[src/rtl/vga_pkg.sv]
// Default 800x600@60 timing constants, shared pixel struct and colour-bar helper.
// Test-pattern colour bars are enabled by the VGA_TEST_PATTERN_EN macro.
package vga_pkg;

    localparam int COUNT_W   = 11;

    localparam int H_VISIBLE = 800;
    localparam int H_FP      = 40;
    localparam int H_SYNC    = 128;
    localparam int H_BP      = 88;
    localparam int V_VISIBLE = 600;
    localparam int V_FP      = 1;
    localparam int V_SYNC    = 4;
    localparam int V_BP      = 23;

    localparam int H_TOTAL   = H_VISIBLE + H_FP + H_SYNC + H_BP;
    localparam int V_TOTAL   = V_VISIBLE + V_FP + V_SYNC + V_BP;
    localparam int HS_START  = H_VISIBLE + H_FP;
    localparam int HS_END    = H_VISIBLE + H_FP + H_SYNC;
    localparam int VS_START  = V_VISIBLE + V_FP;
    localparam int VS_END    = V_VISIBLE + V_FP + V_SYNC;

    typedef struct packed {
        logic [COUNT_W-1:0] hcount;
        logic [COUNT_W-1:0] vcount;
        logic               hsync;
        logic               vsync;
        logic               hblnk;
        logic               vblnk;
        logic [11:0]        rgb;
    } vga_pix_t;

    // Bar index bits map straight onto the R, G and B nibbles.
    function automatic logic [11:0] bar_rgb(input logic [2:0] idx);
        return {{4{idx[2]}}, {4{idx[1]}}, {4{idx[0]}}};
    endfunction

endpackage

[src/rtl/vga_if.sv]
// Pixel stream bundle passed between every stage of the VGA pipeline.
interface vga_if;
    logic [10:0] hcount;
    logic [10:0] vcount;
    logic        hsync;
    logic        vsync;
    logic        hblnk;
    logic        vblnk;
    logic [11:0] rgb;

    modport out (output hcount, vcount, hsync, vsync, hblnk, vblnk, rgb);
    modport in  (input  hcount, vcount, hsync, vsync, hblnk, vblnk, rgb);
endinterface

[src/rtl/vga_axis_counter.sv]
// One raster axis counter; count is the next (about to be registered) value.
module vga_axis_counter #(
    parameter int TOTAL = 1056,
    parameter int WIDTH = 11
) (
    input  logic             clk,
    input  logic             rst,
    input  logic             en,
    input  logic             wrap_in,
    output logic [WIDTH-1:0] count,
    output logic             wrap_out
);
    localparam logic [WIDTH-1:0] LAST = WIDTH'(TOTAL - 1);

    logic [WIDTH-1:0] cnt_q;
    logic [WIDTH-1:0] cnt_d;
    logic             step;

    always_comb begin
        step     = en & wrap_in;
        wrap_out = step && (cnt_q == LAST);
        cnt_d    = cnt_q;
        if (step) begin
            cnt_d = (cnt_q == LAST) ? '0 : cnt_q + WIDTH'(1);
        end
    end

    // Parking on LAST makes the first enabled step after reset land on 0.
    always_ff @(posedge clk) begin
        if (rst) begin
            cnt_q <= LAST;
        end else begin
            cnt_q <= cnt_d;
        end
    end

    assign count = cnt_d;

endmodule

[src/rtl/vga_timing_gen.sv]
// Head of the VGA pipeline: raster counters, syncs, blanking and background rgb.
// Define VGA_TEST_PATTERN_EN to paint 8 vertical colour bars in the visible area.
module vga_timing_gen #(
    parameter int   H_VISIBLE = vga_pkg::H_VISIBLE,
    parameter int   H_FP      = vga_pkg::H_FP,
    parameter int   H_SYNC    = vga_pkg::H_SYNC,
    parameter int   H_BP      = vga_pkg::H_BP,
    parameter int   V_VISIBLE = vga_pkg::V_VISIBLE,
    parameter int   V_FP      = vga_pkg::V_FP,
    parameter int   V_SYNC    = vga_pkg::V_SYNC,
    parameter int   V_BP      = vga_pkg::V_BP,
    parameter logic SYNC_POL  = 1'b1
) (
    input  logic clk,
    input  logic rst,
    input  logic en,
    vga_if.out   out,
    output logic frame_tick,
    output logic line_tick
);
    import vga_pkg::*;

    localparam int H_TOTAL = H_VISIBLE + H_FP + H_SYNC + H_BP;
    localparam int V_TOTAL = V_VISIBLE + V_FP + V_SYNC + V_BP;

    localparam logic [COUNT_W-1:0] H_VIS_C  = COUNT_W'(H_VISIBLE);
    localparam logic [COUNT_W-1:0] V_VIS_C  = COUNT_W'(V_VISIBLE);
    localparam logic [COUNT_W-1:0] HS_BEG_C = COUNT_W'(H_VISIBLE + H_FP);
    localparam logic [COUNT_W-1:0] HS_END_C = COUNT_W'(H_VISIBLE + H_FP + H_SYNC);
    localparam logic [COUNT_W-1:0] VS_BEG_C = COUNT_W'(V_VISIBLE + V_FP);
    localparam logic [COUNT_W-1:0] VS_END_C = COUNT_W'(V_VISIBLE + V_FP + V_SYNC);

    if (H_TOTAL > 2048 || V_TOTAL > 2048) begin : g_bad_total
        $error("vga_timing_gen: H_TOTAL and V_TOTAL must not exceed 2048");
    end

    logic [COUNT_W-1:0] h_d;
    logic [COUNT_W-1:0] v_d;
    logic               h_wrap;
    logic               v_wrap;

    vga_axis_counter #(
        .TOTAL (H_TOTAL),
        .WIDTH (COUNT_W)
    ) u_h_cnt (
        .clk      (clk),
        .rst      (rst),
        .en       (en),
        .wrap_in  (1'b1),
        .count    (h_d),
        .wrap_out (h_wrap)
    );

    vga_axis_counter #(
        .TOTAL (V_TOTAL),
        .WIDTH (COUNT_W)
    ) u_v_cnt (
        .clk      (clk),
        .rst      (rst),
        .en       (en),
        .wrap_in  (h_wrap),
        .count    (v_d),
        .wrap_out (v_wrap)
    );

    vga_pix_t pix_q;
    vga_pix_t pix_d;
    logic     frame_tick_q;
    logic     line_tick_q;

`ifdef VGA_TEST_PATTERN_EN
    localparam logic [COUNT_W-1:0] BAR_W_C = COUNT_W'(H_VISIBLE / 8);
    logic [COUNT_W-1:0] bar_idx;
    logic [2:0]         bar_sel;
`endif

    // Flags derive from the next counter values so they align with the registered counts.
    always_comb begin
        pix_d.hcount = h_d;
        pix_d.vcount = v_d;
        pix_d.hblnk  = (h_d >= H_VIS_C);
        pix_d.vblnk  = (v_d >= V_VIS_C);
        pix_d.hsync  = ((h_d >= HS_BEG_C) && (h_d < HS_END_C)) ? SYNC_POL : ~SYNC_POL;
        pix_d.vsync  = ((v_d >= VS_BEG_C) && (v_d < VS_END_C)) ? SYNC_POL : ~SYNC_POL;
`ifdef VGA_TEST_PATTERN_EN
        bar_idx   = h_d / BAR_W_C;
        bar_sel   = (|bar_idx[COUNT_W-1:3]) ? 3'd7 : bar_idx[2:0];
        pix_d.rgb = (pix_d.hblnk || pix_d.vblnk) ? '0 : bar_rgb(bar_sel);
`else
        pix_d.rgb = '0;
`endif
    end

    always_ff @(posedge clk) begin
        if (rst) begin
            pix_q <= '{hcount: '0, vcount: '0, hsync: ~SYNC_POL, vsync: ~SYNC_POL,
                       hblnk: 1'b0, vblnk: 1'b0, rgb: '0};
            frame_tick_q <= 1'b0;
            line_tick_q  <= 1'b0;
        end else if (en) begin
            pix_q        <= pix_d;
            frame_tick_q <= v_wrap;
            line_tick_q  <= h_wrap;
        end else begin
            frame_tick_q <= 1'b0;
            line_tick_q  <= 1'b0;
        end
    end

    assign out.hcount = pix_q.hcount;
    assign out.vcount = pix_q.vcount;
    assign out.hsync  = pix_q.hsync;
    assign out.vsync  = pix_q.vsync;
    assign out.hblnk  = pix_q.hblnk;
    assign out.vblnk  = pix_q.vblnk;
    assign out.rgb    = pix_q.rgb;
    assign frame_tick = frame_tick_q;
    assign line_tick  = line_tick_q;

endmodule

[src/flat_wrapper.sv]
// flat-port wrapper written by rule: the top's interface ports become plain ports
module vga_timing_gen_flat import vga_pkg::*;
#(
    parameter int   H_VISIBLE = vga_pkg::H_VISIBLE,
    parameter int   H_FP      = vga_pkg::H_FP,
    parameter int   H_SYNC    = vga_pkg::H_SYNC,
    parameter int   H_BP      = vga_pkg::H_BP,
    parameter int   V_VISIBLE = vga_pkg::V_VISIBLE,
    parameter int   V_FP      = vga_pkg::V_FP,
    parameter int   V_SYNC    = vga_pkg::V_SYNC,
    parameter int   V_BP      = vga_pkg::V_BP,
    parameter logic SYNC_POL  = 1'b1
)
  (clk, rst, en, frame_tick, line_tick, out_hcount, out_vcount, out_hsync, out_vsync, out_hblnk, out_vblnk, out_rgb);
  vga_if out_i ();
  input  logic clk;
  input  logic rst;
  input  logic en;
  output logic frame_tick;
  output logic line_tick;
  output wire logic [$bits(out_i.hcount)-1:0] out_hcount;
  output wire logic [$bits(out_i.vcount)-1:0] out_vcount;
  output wire logic [$bits(out_i.hsync)-1:0] out_hsync;
  output wire logic [$bits(out_i.vsync)-1:0] out_vsync;
  output wire logic [$bits(out_i.hblnk)-1:0] out_hblnk;
  output wire logic [$bits(out_i.vblnk)-1:0] out_vblnk;
  output wire logic [$bits(out_i.rgb)-1:0] out_rgb;
  assign out_hcount = out_i.hcount;
  assign out_vcount = out_i.vcount;
  assign out_hsync = out_i.hsync;
  assign out_vsync = out_i.vsync;
  assign out_hblnk = out_i.hblnk;
  assign out_vblnk = out_i.vblnk;
  assign out_rgb = out_i.rgb;
  vga_timing_gen #(.H_VISIBLE(H_VISIBLE), .H_FP(H_FP), .H_SYNC(H_SYNC), .H_BP(H_BP), .V_VISIBLE(V_VISIBLE), .V_FP(V_FP), .V_SYNC(V_SYNC), .V_BP(V_BP), .SYNC_POL(SYNC_POL)) u_core (.clk(clk), .rst(rst), .en(en), .out(out_i), .frame_tick(frame_tick), .line_tick(line_tick));
endmodule
[config.mk]
export PLATFORM = sky130hd
export DESIGN_NAME = vga_timing_gen_flat
export DESIGN_NICKNAME = d
export VERILOG_FILES = /design/src/rtl/vga_pkg.sv /design/src/rtl/vga_if.sv /design/src/rtl/vga_axis_counter.sv /design/src/rtl/vga_timing_gen.sv /design/src/flat_wrapper.sv
export SDC_FILE = /design/constraint.sdc
export NUM_CORES = 1
export LEC_CHECK = 0
export BUFFER_PORTS_ARGS = -buffer_cell sky130_fd_sc_hd__buf_2
export CAP_MARGIN = 20
export CORE_MARGIN = 3
export CORE_UTILIZATION = 61
export CTS_BUF_LIST = sky130_fd_sc_hd__clkbuf_2 sky130_fd_sc_hd__clkbuf_4 sky130_fd_sc_hd__clkbuf_8
export DETAILED_ROUTE_END_ITERATION = 7
export MAX_ROUTING_LAYER = met4
export PLACE_DENSITY = 0.83
export SETUP_SLACK_MARGIN = 0.05
export SKIP_LAST_GASP = 1
export SYNTH_ARGS = -nofsm -noshare
export SYNTH_HDL_FRONTEND = slang
export SYNTH_SLANG_ARGS = --single-unit
[constraint.sdc]
create_clock -name clk -period 4.16 [get_ports clk]
set_clock_uncertainty 0.15 [all_clocks]
set_input_delay 0.624 -clock clk [delete_from_list [all_inputs] [get_ports clk]]
set_output_delay 0.624 -clock clk [all_outputs]
set_load 0.01 [all_outputs]
==> metrics, run 1 <==
status=finished, final reports clean; first-pass GRT wire length=7390 um; Mapped Area=2310 um^2; layout cells sized above 1=0.169; Final Routed Wirelength=4450 um; Worst Hold Path EP=u_core.out.hcount[1]; Pwr Total=1170 uW; syn_area_per_cell=8.63 um^2; pin count of the biggest net entering global routing=53; vias in the first global route=1640; Reg2Reg Capture Point=u_core.out.vblnk; sw frac=0.323; post-CTS setup buffers=0; CTS root buf=clkbuf_8; H-tree depth=2; wire per inst=13.3 um; # fillers=287; prevailing post-synth register cell=dfxtp_1; Post-Layout Cell Count=336; DRC=0; Skew-Pair Late Insertion Delay=300 ps; CTS max path bufs=2; initial core utilization=0.662; EDFF count, synth=0; Setup TNS Final=0 ps; CTS tree=yes; Hold Path Origin=u_core.out.hcount[1]; violation count after the first detailed-route iteration=98; Net count, final=294; first drt pass iteration count=4; register area=1000 um^2; RSZ-0062 raised after global routing=false; placer congestion estimate=0.842; worst reg2reg path startpoint=u_core.u_h_cnt.cnt_q[0]; P_int=789 uW; Flop pwr share=0.485; FF+latch count, synth=50; Final setup viols=0; ys async rst share=0; CP Class=reg -> reg; Die Y-Extent=67.6 um; clock share of power=0.249; Worst-path clk slew=80 ps; Detail Placement HPWL=3070 um; Slew Viols, Final=0; sequential share of the synthesized area=0.433; I/O Buffers=30; Unique masters post-synth=51; Die Span X=67.6 um; hold buffers post-CTS=0; remaining global-route overflow=0; minimum clock period=2590 ps; area grow syn2layout=8.44%; Setup crit end kind=flip-flop; Worst Hold Class=reg -> reg; crit path DAT=2650 ps; most common cell after layout, fill and taps aside=dfxtp_1; CP required=4230 ps; worst rel slew slack=0.434; crit path launch type=flip-flop; Switch Pwr=376 uW; cts bufs inserted=5; Max Freq=0.387 GHz; VDD IR max=0.271 mV; Via density=5.68; PostCTS Resize Cnt=0; flop2flop setup slack=1570 ps; hold depth=2; clk sinks=50; Pwr per Cell Area=464 nW/um^2; ant diodes=0; Warnings, synthesis=0; leakage power=0.00108 uW; CP max FO=16; period utilization=0.621; Cell Rows=21; Max Cap Violations=0; io pins=43; initial antenna violation count=0; FF-to-FF path depth=8; most frequent cells in the layout=dfxtp_1, nor2_1, buf_2, nand2_1, a211oi_1; core area=3490 um^2; die area=4570 um^2; Final ANT Viol Nets=0; Fin. Hold Viols=0; Cells after Synth=268; via count=1908; Total Routing Usage GR=0.220; logic gate share of total power=0.266; multi-input combinational cell area=1190 um^2; Worst Tran Pin Value=850 ps; Cells after DPL=328
==> synth_stat cells, types with 2 or more instances <==
cell,instances,area [um^2]
buf_1,3,11.3
a211o_1,2,17.5
a311oi_1,2,17.5
and4_1,2,17.5
xor2_1,9,78.8
nand2_1,18,67.6
nand3_1,10,50.1
or2_2,2,12.5
and3_1,9,56.3
nor3_1,12,60.1
o21ai_0,3,15.0
nor2_1,43,161
nand4_1,6,37.5
a211oi_1,15,113
and2_1,3,18.8
buf_4,13,97.6
clkbuf_1,10,37.5
xnor2_1,6,52.6
ha_1,2,25.0
inv_1,2,7.51
a21oi_1,10,50.1
a21o_1,3,22.5
nor2b_1,2,12.5
nand2b_1,4,25.0
dfxtp_1,50,1000
buf_2,2,10.0
==> flip-flops by register name, summed over array words and instances (netlist names) <==
register              cells
u_core.out.hcount        11
u_core.frame_tick         1
u_core.u_v_cnt.cnt_q     11
u_core.out.hblnk          1
u_core.out.vsync          1
u_core.out.vcount        11
u_core.line_tick          1
u_core.out.vblnk          1
u_core.u_h_cnt.cnt_q     11
u_core.out.hsync          1
==> per-stage QoR <==
stage               area (um^2)  setup slack, ps  hold WS, ps   util
floorplan                  2350             1990          318      -
finish                     2510             1570          319  0.718
detailed placement         2410             1390          309  0.691
global route               2510             1290          342  0.718
global placement           2410             1470          304  0.691
CTS                        2510             1570          322  0.718
==> layout make-up <==
class	instances	area share
multi-input cells	198	0.473
clock buffers	7	0.0359
inverters	3	0.00449
repair buffers	31	0.0628
clock inverters	1	0.00200
well taps	46	0.0229
flip-flops and latches	50	0.399
==> layer usage <==
metal,track usage,part of all wire
met1,0.290,0.50
met2,0.324,0.43
met3,0.0399,0.053
met4,0.106,0.019
met5,-,0
==> worst max path at each step <==
stage	start	slack (ps)	end
after floorplan	u_core.u_v_cnt.cnt_q[0]	1990	u_core.out.vblnk
after global placement	en	1470	u_core.out.hsync
after detailed placement	en	1390	u_core.out.hblnk
after CTS	u_core.u_h_cnt.cnt_q[0]	1570	u_core.out.vblnk
after global routing	u_core.u_h_cnt.cnt_q[0]	1290	u_core.out.vblnk
final	u_core.u_h_cnt.cnt_q[0]	1570	u_core.out.vblnk
==> power groups by stage <==
| stage | registers [uW] | logic (uW) | clock network, uW |
|---|---|---|---|
| finish | 566 | 310 | 290 |
| CTS | 565 | 310 | 301 |
| floorplan | 583 | 244 | 0 |
| detailed placement | 576 | 308 | 0 |
| global placement | 575 | 303 | 0 |
| global route | 572 | 349 | 317 |
==> cell families after synthesis <==
kind of cell / count (synthesis) / share of synthesized area
buffers and inverters: 31 / 0.0725
multiplexers: 2 / 0.0103
adder cells (fa/ha/maj): 2 / 0.0108
XOR/XNOR: 15 / 0.0568
other: 1 / 0.00162
flip-flops: 50 / 0.433
AND/OR/NAND/NOR: 120 / 0.268
AO/OA/AOI/OAI: 47 / 0.148
==> worst max-delay path, cell delays in order, from the launching register on <==
cell,delay (ps)
dfxtp_1,380
ha_1,280
and2_1,180
nand4_2,360
nor4_2,410
a211oi_2,110
nor3_2,200
nand4_1,160
a311oi_2,260
Note: power is estimated with default switching activity, not from simulation.
==> inputs of run 2 (changes only) <==
--- a/config.mk
+++ b/config.mk
@@ -8,11 +8,11 @@
 export BUFFER_PORTS_ARGS = -buffer_cell sky130_fd_sc_hd__buf_2
 export CAP_MARGIN = 20
 export CORE_MARGIN = 3
-export CORE_UTILIZATION = 61
+export CORE_UTILIZATION = 52
 export CTS_BUF_LIST = sky130_fd_sc_hd__clkbuf_2 sky130_fd_sc_hd__clkbuf_4 sky130_fd_sc_hd__clkbuf_8
 export DETAILED_ROUTE_END_ITERATION = 7
 export MAX_ROUTING_LAYER = met4
-export PLACE_DENSITY = 0.83
+export PLACE_DENSITY = 0.75
 export SETUP_SLACK_MARGIN = 0.05
 export SKIP_LAST_GASP = 1
 export SYNTH_ARGS = -nofsm -noshare
==> constraint.sdc (replaced) <==
create_clock -name clk -period 2.3 [get_ports clk]
set_clock_uncertainty 0.15 [all_clocks]
set_input_delay 0.345 -clock clk [delete_from_list [all_inputs] [get_ports clk]]
set_output_delay 0.345 -clock clk [all_outputs]
set_load 0.01 [all_outputs]
==> run 2 against run 1 <==
Against the previous run: clock power is 85% higher; count of clock-buffer cells in the layout unchanged; non-clock buffer count up 21; largest power group unchanged; global-route usage decreased by 0.78 points; largest cell class unchanged; sequential share of layout area is 3.0 points lower; register-to-register slack worse by 1500 ps.
==> metrics, run 2 (synthesis results as in run 1) <==
status=finished, final reports clean; Setup crit end kind=flip-flop; register area=1010 um^2 (+0.63%); I/O Buffers=30 (unchanged); initial antenna violation count=0 (unchanged); Core Util, Final=0.659 (-0.0594); most frequent cells in the layout=dfxtp_1, nor2_1, buf_2, buf_4, nand2_1; DRC=0 (unchanged); crit path launch type=flip-flop; placer congestion estimate=0.870 (+3.3%); Die Y-Extent=72.7 um (+7.6%); CP required=2360 ps (-1870 ps); initial core utilization=0.558 (-0.104); Die Span X=72.7 um (+7.6%); die area=5290 um^2 (+16%); ant diodes=0 (unchanged); period utilization=0.961 (+0.339); RSZ-0062 raised after global routing=true; Worst-path clk slew=90 ps (about the same); Max Cap Violations=0 (unchanged); most common cell after layout, fill and taps aside=dfxtp_1; Fin. Hold Viols=0 (unchanged); Skew-Pair Late Insertion Delay=300 ps (about the same); clock share of power=0.237 (-0.012); Final ANT Viol Nets=0 (unchanged); logic gate share of total power=0.311 (+0.045); Fin Hold WS=243 ps (-75.6 ps); crit path DAT=2270 ps (-380 ps); core area=4140 um^2 (+19%); Worst Hold Class=in -> reg; P_int=1500 uW (+90%); Net count, final=315 (+7.1%); Cells after DPL=349 (+6.4%); CP Class=reg -> reg; Pwr Total=2260 uW (+94%); pin count of the biggest net entering global routing=24 (-55%); first-pass GRT wire length=8680 um (+17%); # fillers=366 (+28%); Cell Rows=23 (+9.5%); via count=2021 (+5.9%); minimum clock period=2210 ps (-376 ps); leakage power=0.00117 uW (+9.0%); Detail Placement HPWL=3700 um (+21%); VDD IR max=0.444 mV (+64%); Switch Pwr=761 uW (+100%); Post-Layout Cell Count=361 (+7.4%); post-route cell area=2730 um^2 (+8.8%); area grow syn2layout=18.0%; CTS max path bufs=2 (unchanged); wire per inst=14.8 um (+12%); placed cell areas=2550 um^2 (+5.5%); CTS root buf=clkbuf_8; violation count after the first detailed-route iteration=98 (unchanged); Via density=5.60 (-1.4%); Pwr per Cell Area=828 nW/um^2 (+78%); H-tree depth=2 (unchanged); Slew Viols, Final=0 (unchanged); first drt pass iteration count=6 (+2); Final setup viols=0 (unchanged); Flop pwr share=0.451 (-0.034); vias in the first global route=1895 (+16%); io pins=43 (unchanged); multi-input combinational cell area=1240 um^2 (+4.3%); Final Routed Wirelength=5340 um (+20%); sw frac=0.337 (+0.0136); layout cells sized above 1=0.270 (+0.101); CP max FO=3 (-13); remaining global-route overflow=0 (unchanged); clk sinks=50 (unchanged); Max Freq=0.453 GHz (+17%); cts bufs inserted=5 (unchanged); CTS tree=yes; Total Routing Usage GR=0.213 (-0.00780)
==> run 2: changes by cell type in the layout (fill, tap and decap cells not counted), moves of 3 or more <==
| cell | previous run | this run |
|---|---|---|
| buf_4 | 1 | 22 |
| dfxtp_1 | 50 | 45 |
| dfxtp_2 | 0 | 5 |
| nor2_1 | 43 | 40 |
| nor2_2 | 0 | 3 |
==> run 2: path summary, 6_finish.rpt <==
| kind | start | endpoint | slack, ps | cells after the start |
|---|---|---|---|---|
| setup / recovery | u_core.u_h_cnt.cnt_q[7] | u_core.out.hsync | 90 | 7 |
| hold / removal | en | u_core.out.hcount[4] | 240 | 3 |
| setup reg to reg | u_core.u_h_cnt.cnt_q[7] | u_core.out.hsync | 90 | 7 |
| hold reg to reg | u_core.out.hcount[3] | u_core.out.hcount[3] | 310 | 2 |
==> run 2: cell type report <==
class	instances	share of cell area
multi-input cells	198	0.453
clock buffers	7	0.0330
well taps	50	0.0229
repair buffers	52	0.116
inverters	3	0.00413
flip-flops and latches	50	0.369
clock inverters	1	0.00183
==> run 2: worst max-delay path, cell delays in order, from the launching register on <==
cell,delay (ps)
dfxtp_2,350
nor4b_4,370
and2_1,200
o21ai_1,90
a22o_1,200
or2_1,250
or4_1,400
o32ai_1,110
==> run 2: per-stage QoR <==
| step | setup WS, ps | TNS (ps) |
|---|---|---|
| after floorplan | 132 | 0 |
| final | 90.2 | 0 |
| after detailed placement | -16.0 | -16.0 |
| after global placement | 42.1 | 0 |
| after CTS | 52.1 | 0 |
| after global routing | -22.1 | -22.1 |
==> run 2: power groups by stage <==
stage	clock network (uW)	registers (uW)	logic (uW)
CTS	547	1010	645
finish	537	1020	703
floorplan	0	1050	441
detailed placement	0	1030	629
global placement	0	1030	611
global route	581	1030	780
==> run 2: timing repair <==
| action | CTS | global route |
|---|---|---|
| buffers inserted | 0 | 4 |
| hold buffers | 0 | 0 |
| gates resized for setup | 4 | 15 |
| endpoints found under the setup margin | 1 | 4 |
| pin swaps | 0 | 6 |
==> run 2: layer usage <==
metal	up-vias	global-route usage	part of all wire
met3	12	0.0468	0.056
li1	995	-	-
met4	0	0.0717	0.015
met1	954	0.244	0.41
met5	-	-	0
met2	60	0.366	0.51
==> inputs of run 3 (changes only) <==
--- a/config.mk
+++ b/config.mk
@@ -8,11 +8,11 @@
 export BUFFER_PORTS_ARGS = -buffer_cell sky130_fd_sc_hd__buf_2
 export CAP_MARGIN = 20
 export CORE_MARGIN = 3
-export CORE_UTILIZATION = 52
+export CORE_UTILIZATION = 50
 export CTS_BUF_LIST = sky130_fd_sc_hd__clkbuf_2 sky130_fd_sc_hd__clkbuf_4 sky130_fd_sc_hd__clkbuf_8
 export DETAILED_ROUTE_END_ITERATION = 7
 export MAX_ROUTING_LAYER = met4
-export PLACE_DENSITY = 0.75
+export PLACE_DENSITY = 0.73
 export SETUP_SLACK_MARGIN = 0.05
 export SKIP_LAST_GASP = 1
 export SYNTH_ARGS = -nofsm -noshare
==> run 3 against run 2 <==
Against the previous run: combinational power rose by 4.0%; register-to-register slack barely moved; first-iteration DRC count rose by 8.2%; fmax fell by 0.44%; routed wire length fell by 5.2%; worst hold slack improved by 17 ps; setup slack got worse by 9.7 ps; critical path depth rose by 1; critical endpoint unchanged; largest cell class unchanged; highest routed layer unchanged.
==> metrics, run 3 (synthesis results as in run 1) <==
CP max FO=3 (unchanged); crit path launch type=flip-flop; remaining global-route overflow=0 (unchanged); CP max-delay cell=or4_4; violation count after the first detailed-route iteration=106 (+8.2%); Hold Path Origin=rst; initial core utilization=0.524 (-0.0342); most common cell after layout, fill and taps aside=dfxtp_1; first-pass GRT wire length=7940 um (-8.5%); hold depth=2 (-1); Max Cap Violations=0 (unchanged); CP required=2370 ps (about the same); Pwr per Cell Area=798 nW/um^2 (-3.7%); RSZ-0062 raised after global routing=true; Net count, final=318 (+0.95%); die area=5480 um^2 (+3.7%); Fin. Hold Viols=0 (unchanged); # fillers=383 (+4.6%); Total Routing Usage GR=0.188 (-0.0241); Max Freq=0.451 GHz (-0.44%); clk sinks=50 (unchanged); CTS max path bufs=2 (unchanged); Slew Viols, Final=0 (unchanged); Die Y-Extent=74.0 um (+1.8%); Reg2Reg Capture Point=u_core.out.hsync; VDD IR max=0.411 mV (-7.4%); cts bufs inserted=5 (unchanged); H-tree depth=2 (unchanged); CTS root buf=clkbuf_8; minimum clock period=2220 ps (+9.74 ps); via count=1956 (-3.2%); initial antenna violation count=0 (unchanged); Switch Pwr=745 uW (-2.0%); Die Span X=74.0 um (+1.8%); Final ANT Viol Nets=0 (unchanged); Final Routed Wirelength=5070 um (-5.2%); P_int=1470 uW (-1.6%); worst reg2reg path startpoint=u_core.u_h_cnt.cnt_q[5]; pin count of the biggest net entering global routing=24 (unchanged); Cell Rows=24 (+4.3%); core area=4410 um^2 (+6.5%); Most Used Layer, Global Route=met2; crit path DAT=2290 ps (+20 ps); Flop pwr share=0.456 (+0.005); vias in the first global route=1791 (-5.5%); GR Layer Usage met1=0.224 (-0.0197); Crit path largest cell delay=520 ps (+120 ps); status=finished, final reports clean; crit path from=u_core.u_h_cnt.cnt_q[5]; crit-path cells=buf_6 > and3_4 > and3_4 > o21ai_2 > a22o_1 > or2_1 > or4_4 > o32ai_2; period utilization=0.965 (+0.00424); ant diodes=0 (unchanged); Setup crit end kind=flip-flop; Final setup viols=0 (unchanged); Skew-Pair Late Insertion Delay=300 ps (about the same); logic gate share of total power=0.329 (+0.018); hold buffers post-CTS=0 (unchanged); flop2flop setup slack=80 ps (about the same); Via density=5.36 (-4.3%); met2 Use GR=0.319 (-0.0468); Worst Hold Class=in -> reg; DRC=0 (unchanged); met3 GRT Util=0.0405 (-0.00629); CP Class=reg -> reg; placer congestion estimate=0.823 (-5.3%); I/O Buffers=30 (unchanged); first drt pass iteration count=4 (-2); CP dominant cell by count=and3_4; Worst-path clk slew=90 ps (about the same); Pwr Total=2220 uW (-1.8%); Worst Hold Path EP=u_core.u_v_cnt.cnt_q[8]; area grow syn2layout=20.3%; leakage power=0.00119 uW (+1.1%); FF-to-FF path depth=8 (+1); Setup TNS Final=0 ps (unchanged); Detail Placement HPWL=3600 um (-2.8%); layout cells sized above 1=0.297 (+0.0270); wire per inst=13.9 um (-6.2%); sw frac=0.336 (-0.000901); Core Util, Final=0.630 (-0.0281); io pins=43 (unchanged); most frequent cells in the layout=dfxtp_1, nor2_1, buf_2, buf_4, nand2_1; CTS tree=yes; clock share of power=0.214 (-0.023)
## run 3: cell count changes in the layout (fill, tap and decap cells not counted), sizes merged
cell and delta:
buf +3, clkbuf -2, clkinv +1
## run 3: metrics by stage
| stage | hold WS, ps | worst slack, ps | area [um^2] | instances |
|---|---|---|---|---|
| 2_1_floorplan | 318 | 132 | 2350 | 279 |
| 3_3_place_gp | 302 | 122 | 2560 | 352 |
| 3_5_place_dp | 303 | 32.4 | 2560 | 352 |
| 4_1_cts | 258 | 63.6 | 2640 | 359 |
| 5_1_grt | 266 | -25.8 | 2780 | 365 |
| 6_report | 261 | 80.4 | 2780 | 365 |
## run 3: final cells by class
type	count	area (um^2)	share of cell area
multi-input cells	198	1280	0.459
well taps	52	65.1	0.0234
flip-flops and latches	50	1010	0.363
clock buffers	5	68.8	0.0247
inverters	3	11.3	0.00405
clock inverters	2	10.0	0.00360
repair buffers	55	342	0.123
## run 3: worst max-delay path: cells and delay by family, from the launching register on
| family | cells | cell delay, ps |
|---|---|---|
| AOI/OAI and AO/OA | 3 | 360 |
| buffers and inverters | 1 | 100 |
| DFF | 1 | 370 |
| and+or+nand+nor | 4 | 1160 |
## run 3: power by group through the flow
stage	clock network [uW]	registers, uW	logic, uW
floorplan	0	1050	441
global placement	0	1030	634
detailed placement	0	1030	645
CTS	493	1010	649
global route	532	1020	806
finish	476	1010	731
## run 3: how the worst max path moves through the flow
stage,end,slack (ps),depth (start not counted)
4_1_cts,u_core.out.vblnk,60,7
2_1_floorplan,u_core.out.vblnk,130,9
6_report,u_core.out.hsync,80,8
3_3_place_gp,u_core.out.vblnk,120,8
3_5_place_dp,u_core.out.vblnk,30,8
5_1_grt,u_core.out.vblnk,-30,8
## run 3: per-layer routing
layer	vias to the layer above	wire length, um
li1	1008	-
met1	912	2210
met2	28	2650
met3	8	146
met4	0	58
met5	-	0
## run 3: repair_timing
item,CTS,global route
pin swaps,0,12
buffers inserted,0,6
gates resized for setup,1,28
endpoints found under the setup margin,1,3
